### config.mk
export PLATFORM = sky130hd
export DESIGN_NAME = ccu_issue_ctrl
export DESIGN_NICKNAME = d
export VERILOG_FILES = /design/src/rtl/ccu_issue_ctrl.sv
export SDC_FILE = /design/constraint.sdc
export NUM_CORES = 1
export LEC_CHECK = 0
export BUFFER_PORTS_ARGS = -buffer_cell sky130_fd_sc_hd__clkbuf_2
export CELL_PAD_IN_SITES_DETAIL_PLACEMENT = 1
export CELL_PAD_IN_SITES_GLOBAL_PLACEMENT = 1
export CORE_MARGIN = 1.5
export CORE_UTILIZATION = 33
export CTS_BUF_LIST = sky130_fd_sc_hd__clkbuf_4 sky130_fd_sc_hd__clkbuf_8
export DETAILED_ROUTE_END_ITERATION = 8
export PLACE_DENSITY = 0.81
export SYNTH_ARGS = -nofsm -noshare
export SYNTH_HDL_FRONTEND = slang
export SYNTH_SLANG_ARGS = --single-unit
### constraint.sdc
create_clock -name clk -period 1.93 [get_ports clk]
set_input_delay 0.0965 -clock clk [delete_from_list [all_inputs] [get_ports clk]]
set_output_delay 0.0965 -clock clk [all_outputs]
set_load 0.1 [all_outputs]
### src/rtl/ccu_issue_ctrl.sv
// Issue controller for the CalculateUnit: round-robin arbitration between the
// integer pipeline (port 0) and the debug/aux requester (port 1), registered
// operand/mode drive, fast/slow result wait, and a held response with a
// saturating error counter. One operation is outstanding at a time.
module ccu_issue_ctrl #(
  parameter int unsigned SLOW_LAT = 1,
  parameter int unsigned CNT_W    = 8
) (
  input  logic             clk,
  input  logic             rstn,
  input  logic             req0_valid,
  output logic             req0_ready,
  input  logic [31:0]      req0_num1,
  input  logic [31:0]      req0_num2,
  input  logic [7:0]       req0_mode,
  input  logic             req1_valid,
  output logic             req1_ready,
  input  logic [31:0]      req1_num1,
  input  logic [31:0]      req1_num2,
  input  logic [7:0]       req1_mode,
  output logic [31:0]      ccu_num1,
  output logic [31:0]      ccu_num2,
  output logic [7:0]       ccu_mode,
  input  logic [31:0]      ccu_fast_ans,
  input  logic [31:0]      ccu_slow_ans,
  input  logic [3:0]       ccu_error,
  output logic             rsp_valid,
  input  logic             rsp_ready,
  output logic             rsp_id,
  output logic [31:0]      rsp_data,
  output logic [3:0]       rsp_error,
  output logic             busy,
  output logic [CNT_W-1:0] err_cnt
);

  typedef enum logic [1:0] {
    IDLE = 2'd0,
    EXEC = 2'd1,
    WAIT = 2'd2,
    RESP = 2'd3
  } state_t;

  localparam logic [3:0]       SLOW_LAT_C   = 4'(SLOW_LAT);
  localparam logic [3:0]       MODE_GRP_MD  = 4'h4;
  localparam logic [3:0]       ERR_NONE     = 4'd0;
  localparam logic [3:0]       ERR_NO_INSTR = 4'd1;
  localparam logic [CNT_W-1:0] CNT_MAX      = {CNT_W{1'b1}};
  localparam logic [CNT_W-1:0] CNT_ONE      = CNT_W'(1);

  state_t            state_q, state_d;
  logic              last_grant_q, last_grant_d;
  logic [31:0]       ccu_num1_q, ccu_num1_d;
  logic [31:0]       ccu_num2_q, ccu_num2_d;
  logic [7:0]        ccu_mode_q, ccu_mode_d;
  logic [3:0]        cnt_q, cnt_d;
  logic              rsp_valid_q, rsp_valid_d;
  logic              rsp_id_q, rsp_id_d;
  logic [31:0]       rsp_data_q, rsp_data_d;
  logic [3:0]        rsp_error_q, rsp_error_d;
  logic              busy_q, busy_d;
  logic [CNT_W-1:0]  err_cnt_q, err_cnt_d;
  logic              grant0_s, grant1_s;

  // An unknown instruction must never leak a stale answer to the requester.
  function automatic logic [31:0] gate_data(input logic [31:0] ans, input logic [3:0] err);
    if (err == ERR_NO_INSTR) begin
      return 32'd0;
    end else begin
      return ans;
    end
  endfunction

  // Grant only in IDLE; on contention the port that did not win last time goes.
  always_comb begin
    grant0_s = 1'b0;
    grant1_s = 1'b0;
    if (state_q == IDLE) begin
      if (req0_valid && req1_valid) begin
        grant0_s = last_grant_q;
        grant1_s = ~last_grant_q;
      end else begin
        grant0_s = req0_valid;
        grant1_s = req1_valid;
      end
    end else begin
      grant0_s = 1'b0;
      grant1_s = 1'b0;
    end
  end

  // Next-state and next-output computation for the issue FSM.
  always_comb begin
    state_d      = state_q;
    last_grant_d = last_grant_q;
    ccu_num1_d   = ccu_num1_q;
    ccu_num2_d   = ccu_num2_q;
    ccu_mode_d   = ccu_mode_q;
    cnt_d        = cnt_q;
    rsp_valid_d  = rsp_valid_q;
    rsp_id_d     = rsp_id_q;
    rsp_data_d   = rsp_data_q;
    rsp_error_d  = rsp_error_q;
    err_cnt_d    = err_cnt_q;
    case (state_q)
      IDLE: begin
        if (grant0_s) begin
          ccu_num1_d   = req0_num1;
          ccu_num2_d   = req0_num2;
          ccu_mode_d   = req0_mode;
          rsp_id_d     = 1'b0;
          last_grant_d = 1'b0;
          state_d      = EXEC;
        end else if (grant1_s) begin
          ccu_num1_d   = req1_num1;
          ccu_num2_d   = req1_num2;
          ccu_mode_d   = req1_mode;
          rsp_id_d     = 1'b1;
          last_grant_d = 1'b1;
          state_d      = EXEC;
        end else begin
          state_d = IDLE;
        end
      end
      EXEC: begin
        if (ccu_mode_q[7:4] == MODE_GRP_MD) begin
          cnt_d   = SLOW_LAT_C;
          state_d = WAIT;
        end else begin
          rsp_data_d  = gate_data(ccu_fast_ans, ccu_error);
          rsp_error_d = ccu_error;
          rsp_valid_d = 1'b1;
          state_d     = RESP;
        end
      end
      WAIT: begin
        if (cnt_q == 4'd1) begin
          rsp_data_d  = gate_data(ccu_slow_ans, ccu_error);
          rsp_error_d = ccu_error;
          rsp_valid_d = 1'b1;
          cnt_d       = 4'd0;
          state_d     = RESP;
        end else begin
          cnt_d = cnt_q - 4'd1;
        end
      end
      RESP: begin
        if (rsp_ready) begin
          rsp_valid_d = 1'b0;
          state_d     = IDLE;
          if ((rsp_error_q != ERR_NONE) && (err_cnt_q != CNT_MAX)) begin
            err_cnt_d = err_cnt_q + CNT_ONE;
          end else begin
            err_cnt_d = err_cnt_q;
          end
        end else begin
          state_d = RESP;
        end
      end
      default: begin
        state_d     = IDLE;
        rsp_valid_d = 1'b0;
      end
    endcase
    busy_d = (state_d != IDLE);
  end

  // State and output registers; reset abandons any in-flight operation.
  always_ff @(posedge clk or negedge rstn) begin
    if (!rstn) begin
      state_q      <= IDLE;
      last_grant_q <= 1'b1;
      ccu_num1_q   <= 32'd0;
      ccu_num2_q   <= 32'd0;
      ccu_mode_q   <= 8'h01;
      cnt_q        <= 4'd0;
      rsp_valid_q  <= 1'b0;
      rsp_id_q     <= 1'b0;
      rsp_data_q   <= 32'd0;
      rsp_error_q  <= 4'd0;
      busy_q       <= 1'b0;
      err_cnt_q    <= {CNT_W{1'b0}};
    end else begin
      state_q      <= state_d;
      last_grant_q <= last_grant_d;
      ccu_num1_q   <= ccu_num1_d;
      ccu_num2_q   <= ccu_num2_d;
      ccu_mode_q   <= ccu_mode_d;
      cnt_q        <= cnt_d;
      rsp_valid_q  <= rsp_valid_d;
      rsp_id_q     <= rsp_id_d;
      rsp_data_q   <= rsp_data_d;
      rsp_error_q  <= rsp_error_d;
      busy_q       <= busy_d;
      err_cnt_q    <= err_cnt_d;
    end
  end

  assign req0_ready = grant0_s;
  assign req1_ready = grant1_s;
  assign ccu_num1   = ccu_num1_q;
  assign ccu_num2   = ccu_num2_q;
  assign ccu_mode   = ccu_mode_q;
  assign rsp_valid  = rsp_valid_q;
  assign rsp_id     = rsp_id_q;
  assign rsp_data   = rsp_data_q;
  assign rsp_error  = rsp_error_q;
  assign busy       = busy_q;
  assign err_cnt    = err_cnt_q;

endmodule

==> results.json, run 1 <==
{
  "fillers": 1802,
  "critPathCaptureType": "flip-flop",
  "die_h_microns": 133,
  "first_global_vias": 7797,
  "clock_latency_ns": 0.45,
  "cts_sinks": 126,
  "dpl-instance-area_sq_um": 7820,
  "hold_viol": 1,
  "max_freq_ghz": 0.497,
  "place.gp.congestion": 0.762,
  "final_area_sq_um": 10700,
  "die_area_sq_um": 17800,
  "numPortBuffers": 337,
  "cp_slowest_cell": "dfrtp_1",
  "crit_path_max_fanout": 3,
  "min_period_ns": 2.01,
  "ios": 338,
  "synth.most_common_cell": "dfrtp_1",
  "core_sq_um": 16600,
  "hp-class": "in2reg",
  "hold_slack_ns": -0.0217,
  "setup_violations": 13,
  "async_flop_share": 1.00,
  "layout-drive-gt1-share": 0.460,
  "synth_top_cell_by_area": "dfrtp_1",
  "synth_edf_count": 0,
  "synth-seq-area-share": 0.562,
  "postSynthAreaPerCell_sq_um": 11.5,
  "ys_types": 40,
  "cts_buffer_depth": 2,
  "multi_input_area_sq_um": 2210,
  "grt_pass1_wl_mm": 43.5,
  "path_class": "reg2reg",
  "cts.clk_slew.worst_paths_ns": 0.08,
  "yosys_warnings": 0,
  "start_kind": "flip-flop",
  "cts_tree": "yes",
  "dp_hpwl_mm": 14.5,
  "drt_first_pass_iters": 7,
  "h-tree-depth": 4,
  "status": "complete, but fails checks",
  "numCtsBuffers": 17,
  "synth_common_cells": "dfrtp_1, inv_1, a222oi_1, nand2_1, mux2i_1",
  "start_util": 0.339,
  "syn2layout_area_growth_pct": 91.3,
  "wl_per_cell_microns": 24.6,
  "root_buffer": "clkbuf_8",
  "slowest_delay_ns": 0.41,
  "seqCellArea_sq_um": 3180,
  "cp_cell_sequence": "inv_2 -> ha_2 -> nor3b_4 -> buf_4 -> a2bb2oi_1 -> nand3b_1 -> a22o_1",
  "synthCells": 490,
  "relSlewSlack": 0.422,
  "vias": 7121,
  "die_w_microns": 133,
  "first_iter_violations": 602,
  "worst_slack_ns": -0.0825,
  "rsz0062_at_grt": "true",
  "postRouteAntennaNets": 0,
  "slew_violations": 0,
  "dpl.cell_count": 1032,
  "drt-vias-per-instance": 5.53,
  "num-nets-final": 1272,
  "synth_ff_type": "dfrtp_1",
  "worstPathRequired_ns": 2.26,
  "tightest_slew_ns": 0.865,
  "track_usage": 0.323,
  "synth_area_leaders": "dfrtp_1, a222oi_1, mux2i_1",
  "antenna_found_initial": 5,
  "cp_top_family": "compound AO/OA/AOI/OAI gates",
  "place_ws_ns": 0.0585,
  "cp.arrival_ns": 2.34,
  "grt_max_degree": 55,
  "placementRows": 47,
  "drv_cap": 0,
  "cp_num_buf_inv": 2,
  "violations": "negative hold slack, negative setup slack",
  "netlist_area_sq_um": 5620,
  "overflow": 0,
  "wl_mm": 31.7,
  "finalCritPeriodShare": 1.04,
  "yosysTopAreaCellShare": 0.552,
  "final_cells": 1288,
  "drc_errors": 0,
  "synth_fp_nets": 714,
  "ys_seq_elements": 126,
  "fin_skew_ns": 0.0141
}
-- layout make-up --
| class | instances | area share |
|---|---|---|
| Sequential cell | 126 | 0.296 |
| Clock inverter | 13 | 0.0153 |
| Antenna cell | 7 | 0.00163 |
| Inverter | 82 | 0.0286 |
| Timing Repair Buffer | 577 | 0.402 |
| Tap cell | 220 | 0.0256 |
| Clock buffer | 19 | 0.0243 |
| Multi-Input combinational cell | 244 | 0.206 |
-- worst paths after layout --
path / from / endpoint / slack, ns / cells after the start
max: cnt_q[1]$_DFFE_PN0P_ / rsp_valid$_DFFE_PN0P_ / -0.08 / 7
min: ccu_fast_ans[1] / rsp_data[1]$_DFFE_PN0P_ / -0.02 / 3
max reg2reg: cnt_q[1]$_DFFE_PN0P_ / rsp_valid$_DFFE_PN0P_ / -0.08 / 7
min reg2reg: rsp_data[25]$_DFFE_PN0P_ / rsp_data[25]$_DFFE_PN0P_ / 0.49 / 2
max in group asynchronous: rstn / err_cnt[6]$_DFFE_PN0P_ / 1.09 / 3
min in group asynchronous: rstn / rsp_data[7]$_DFFE_PN0P_ / 0.15 / 2
-- cell usage in the layout, fill, tap and decap left out, types with 3 or more instances in the layout --
cell type,count
a31oi_1,3
dlygate4sd3_1,194
dfrtp_2,13
nand3_1,4
and3_1,3
xnor2_1,4
nor2_1,4
ha_1,3
a222oi_1,72
clkinvlp_4,5
clkbuf_2,334
o31ai_2,18
buf_6,5
dfrtp_1,108
o31ai_1,13
buf_12,11
mux2i_1,33
buf_4,22
o21ai_0,4
inv_2,5
bufinv_16,3
mux2_4,4
clkbuf_16,8
clkbuf_8,19
inv_1,77
nand2_1,30
dfrtp_4,3
mux2_2,3
ha_2,3
nand2_2,11
diode_2,7
-- worst register-to-register path: cells and delay by family, from the launching register on --
family,cells,cell delay [ns]
AO/OA/AOI/OAI,2,0.63
adder cells (fa/ha/maj),1,0.18
buffers and inverters,2,0.24
flip-flops,1,0.41
AND/OR/NAND/NOR,2,0.42
-- stage by stage --
step	utilization	TNS [ns]	hold slack (ns)
final	0.648	-0.397	-0.0217
after global routing	0.648	-1.73	0.00209
after CTS	0.617	0	0.00123
after detailed placement	0.472	0	0.0788
after global placement	0.472	0	0.0740
after floorplan	-	-0.243	-0.199
-- timing repair --
action                                  CTS  global route
endpoints found under the setup margin    3            32
hold endpoints to repair                201             0
hold buffers                            194             0
pin swaps                                 1             4
buffers inserted                          2            12
gates cloned                              0             9
gates resized for setup                   9            45
-- layer usage --
layer  vias to the layer above  wire length, microns  global-route usage
met1                      3513                 10500               0.315
met4                         0                  2140               0.221
met5                         -                     0                   0
met3                       174                  1890              0.0753
li1                       2969                     -                   -
met2                       465                 17200               0.600
-- kinds of logic after synthesis --
logic type,Yosys count,share of synthesized area
AO/OA/AOI/OAI,128,0.202
flip-flops,126,0.562
buffers and inverters,120,0.0853
AND/OR/NAND/NOR,65,0.0561
multiplexers,40,0.0728
adder cells (fa/ha/maj),7,0.0156
XOR/XNOR,4,0.00624
-- flip-flops by register name, summed over array words and instances, names as in the netlist --
| name | flops |
|---|---|
| busy | 1 |
| ccu_mode | 8 |
| ccu_num1 | 32 |
| ccu_num2 | 32 |
| cnt_q | 4 |
| err_cnt | 8 |
| last_grant_q | 1 |
| rsp_data | 32 |
| rsp_error | 4 |
| rsp_id | 1 |
| rsp_valid | 1 |
| state_q | 2 |
Power of run 1 is not shown: default switching activity piles up to over one toggle a cycle in this logic, so the estimate is an artifact.
==> run 2, diff against run 1 <==
--- a/config.mk
+++ b/config.mk
@@ -13,6 +13,7 @@
 export CTS_BUF_LIST = sky130_fd_sc_hd__clkbuf_4 sky130_fd_sc_hd__clkbuf_8
 export DETAILED_ROUTE_END_ITERATION = 8
 export PLACE_DENSITY = 0.81
+export REMOVE_ABC_BUFFERS = 1
 export SYNTH_ARGS = -nofsm -noshare
 export SYNTH_HDL_FRONTEND = slang
 export SYNTH_SLANG_ARGS = --single-unit
==> results.json, run 2 (synthesis gave the netlist of run 1 again) <==
{
  "first_iter_violations": 1255,
  "status": "complete, but fails checks",
  "core_sq_um": 16600,
  "drc_errors": 3,
  "hp-class": "in2reg",
  "h-tree-depth": 4,
  "cts_sinks": 126,
  "rsz0062_at_grt": "true",
  "fillers": 1821,
  "path_class": "reg2reg",
  "grt_busiest_layer": "met2",
  "final_common_cell": "clkbuf_2",
  "placementRows": 47,
  "hold_viol": 0,
  "numCtsBuffers": 17,
  "fin_skew_ns": 0.0229,
  "drv_cap": 0,
  "max_freq_ghz": 0.467,
  "dpl-instance-area_sq_um": 7780,
  "antenna_found_initial": 9,
  "track_usage": 0.381,
  "cts_buffer_depth": 2,
  "die_w_microns": 133,
  "critPathCaptureType": "flip-flop",
  "grt_pass1_wl_mm": 49.8,
  "grt_max_degree": 52,
  "slew_violations": 0,
  "hold_slack_ns": 0.0198,
  "overflow": 0,
  "cts.clk_slew.worst_paths_ns": 0.09,
  "final_util": 0.640,
  "worst_slack_ns": -0.213,
  "ios": 338,
  "numPortBuffers": 337,
  "drt_first_pass_iters": 9,
  "die_area_sq_um": 17800,
  "wl_mm": 38.3,
  "violations": "design-rule violations, negative setup slack",
  "final_area_sq_um": 10600,
  "num-nets-final": 1277,
  "gr-usage-met1": 0.353,
  "cp_slowest_cell": "a222oi_1",
  "tightest_slew_ns": 0.791,
  "finalCritPeriodShare": 1.11,
  "first_global_vias": 8151,
  "worstPathRequired_ns": 2.23,
  "min_period_ns": 2.14,
  "setup_violations": 17,
  "postRouteAntennaNets": 0,
  "use_met3": 0.110,
  "drt-vias-per-instance": 5.93,
  "root_buffer": "clkbuf_8",
  "clock_latency_ns": 0.45,
  "syn2layout_area_growth_pct": 88.9,
  "dp_hpwl_mm": 15.6,
  "slowest_delay_ns": 0.72,
  "cp.arrival_ns": 2.45,
  "final_cell_mix": "clkbuf_2, dlygate4sd3_1, dfrtp_1, inv_1, a222oi_1",
  "place.gp.congestion": 0.806,
  "layout-drive-gt1-share": 0.417,
  "relSlewSlack": 0.473,
  "crit_path_max_fanout": 7,
  "cts_tree": "yes",
  "grt_use_met2": 0.698,
  "start_kind": "flip-flop",
  "cp_cell_sequence": "inv_2 -> ha_4 -> nand2_4 -> a21oi_4 -> buf_8 -> buf_6 -> a222oi_1 -> inv_1",
  "vias": 7681,
  "start_util": 0.339,
  "wl_per_cell_microns": 29.6,
  "die_h_microns": 133
}
-- run 2: cell types whose count changed in the layout (fill, tap and decap cells not counted), moves of 4 or more --
cell,before,now
buf_4,22,32
clkbuf_16,8,4
dfrtp_1,108,123
dfrtp_2,13,1
mux2_1,0,4
mux2_4,4,0
nand2_1,30,39
nand2_2,11,0
o31ai_1,13,32
o31ai_2,18,0
-- run 2: layout make-up --
| cell class | instances | area (sq um) | area share |
|---|---|---|---|
| Timing Repair Buffer | 580 | 4290 | 0.404 |
| Sequential cell | 126 | 3160 | 0.298 |
| Multi-Input combinational cell | 246 | 2100 | 0.198 |
| Inverter | 82 | 312 | 0.0294 |
| Tap cell | 220 | 275 | 0.0259 |
| Clock buffer | 20 | 269 | 0.0254 |
| Clock inverter | 12 | 181 | 0.0171 |
| Antenna cell | 10 | 25.0 | 0.00236 |
-- run 2: per-stage QoR --
| step | std cells | TNS, ns | setup WS [ns] |
|---|---|---|---|
| floorplan | 452 | -357.12 | -3.67 |
| CTS | 1262 | 0 | 0.0183 |
| finish | 1296 | -0.626 | -0.213 |
| global route | 1294 | -1.96 | -0.236 |
| global placement | 1034 | 0 | 0.0906 |
| detailed placement | 1034 | -0.00809 | -0.00809 |
-- run 2: timing repair --
item / CTS / global route
setup buffers: 4 / 16
pin swaps: 0 / 7
cloned: 2 / 6
hold endpoints to repair: 132 / 2
resized for setup: 5 / 17
setup endpoints to repair: 2 / 105
hold buffers: 190 / 2
-- run 2: path summary, 6_finish.rpt --
kind | from | end | slack [ns] | depth (start not counted)
worst max-delay path | state_q[1]$_DFF_PN0_ | ccu_num1[18]$_DFFE_PN0P_ | -0.21 | 8
min in group asynchronous | rstn | rsp_data[12]$_DFFE_PN0P_ | 0.20 | 2
worst max register to register | state_q[1]$_DFF_PN0_ | ccu_num1[18]$_DFFE_PN0P_ | -0.21 | 8
worst min-delay path | ccu_fast_ans[8] | rsp_data[8]$_DFFE_PN0P_ | 0.02 | 3
max in group asynchronous | rstn | last_grant_q$_DFFE_PN1P_ | 1.03 | 3
worst min register to register | rsp_data[13]$_DFFE_PN0P_ | rsp_data[13]$_DFFE_PN0P_ | 0.48 | 2
-- run 2: metal layers --
metal	vias to the layer above	share of wire
li1	2984	-
met1	3747	0.31
met2	685	0.51
met4	0	0.094
met3	265	0.090
met5	-	0
-- run 2: worst max-delay path: cells and delay by family, from the launching register on --
family                   cells  cell delay, ns
AO/OA/AOI/OAI                2            0.77
flip-flops                   1            0.41
buffers and inverters        4            0.51
AND/OR/NAND/NOR              1            0.08
adder cells (fa/ha/maj)      1            0.21
Power of run 2 is left out for the same reason.
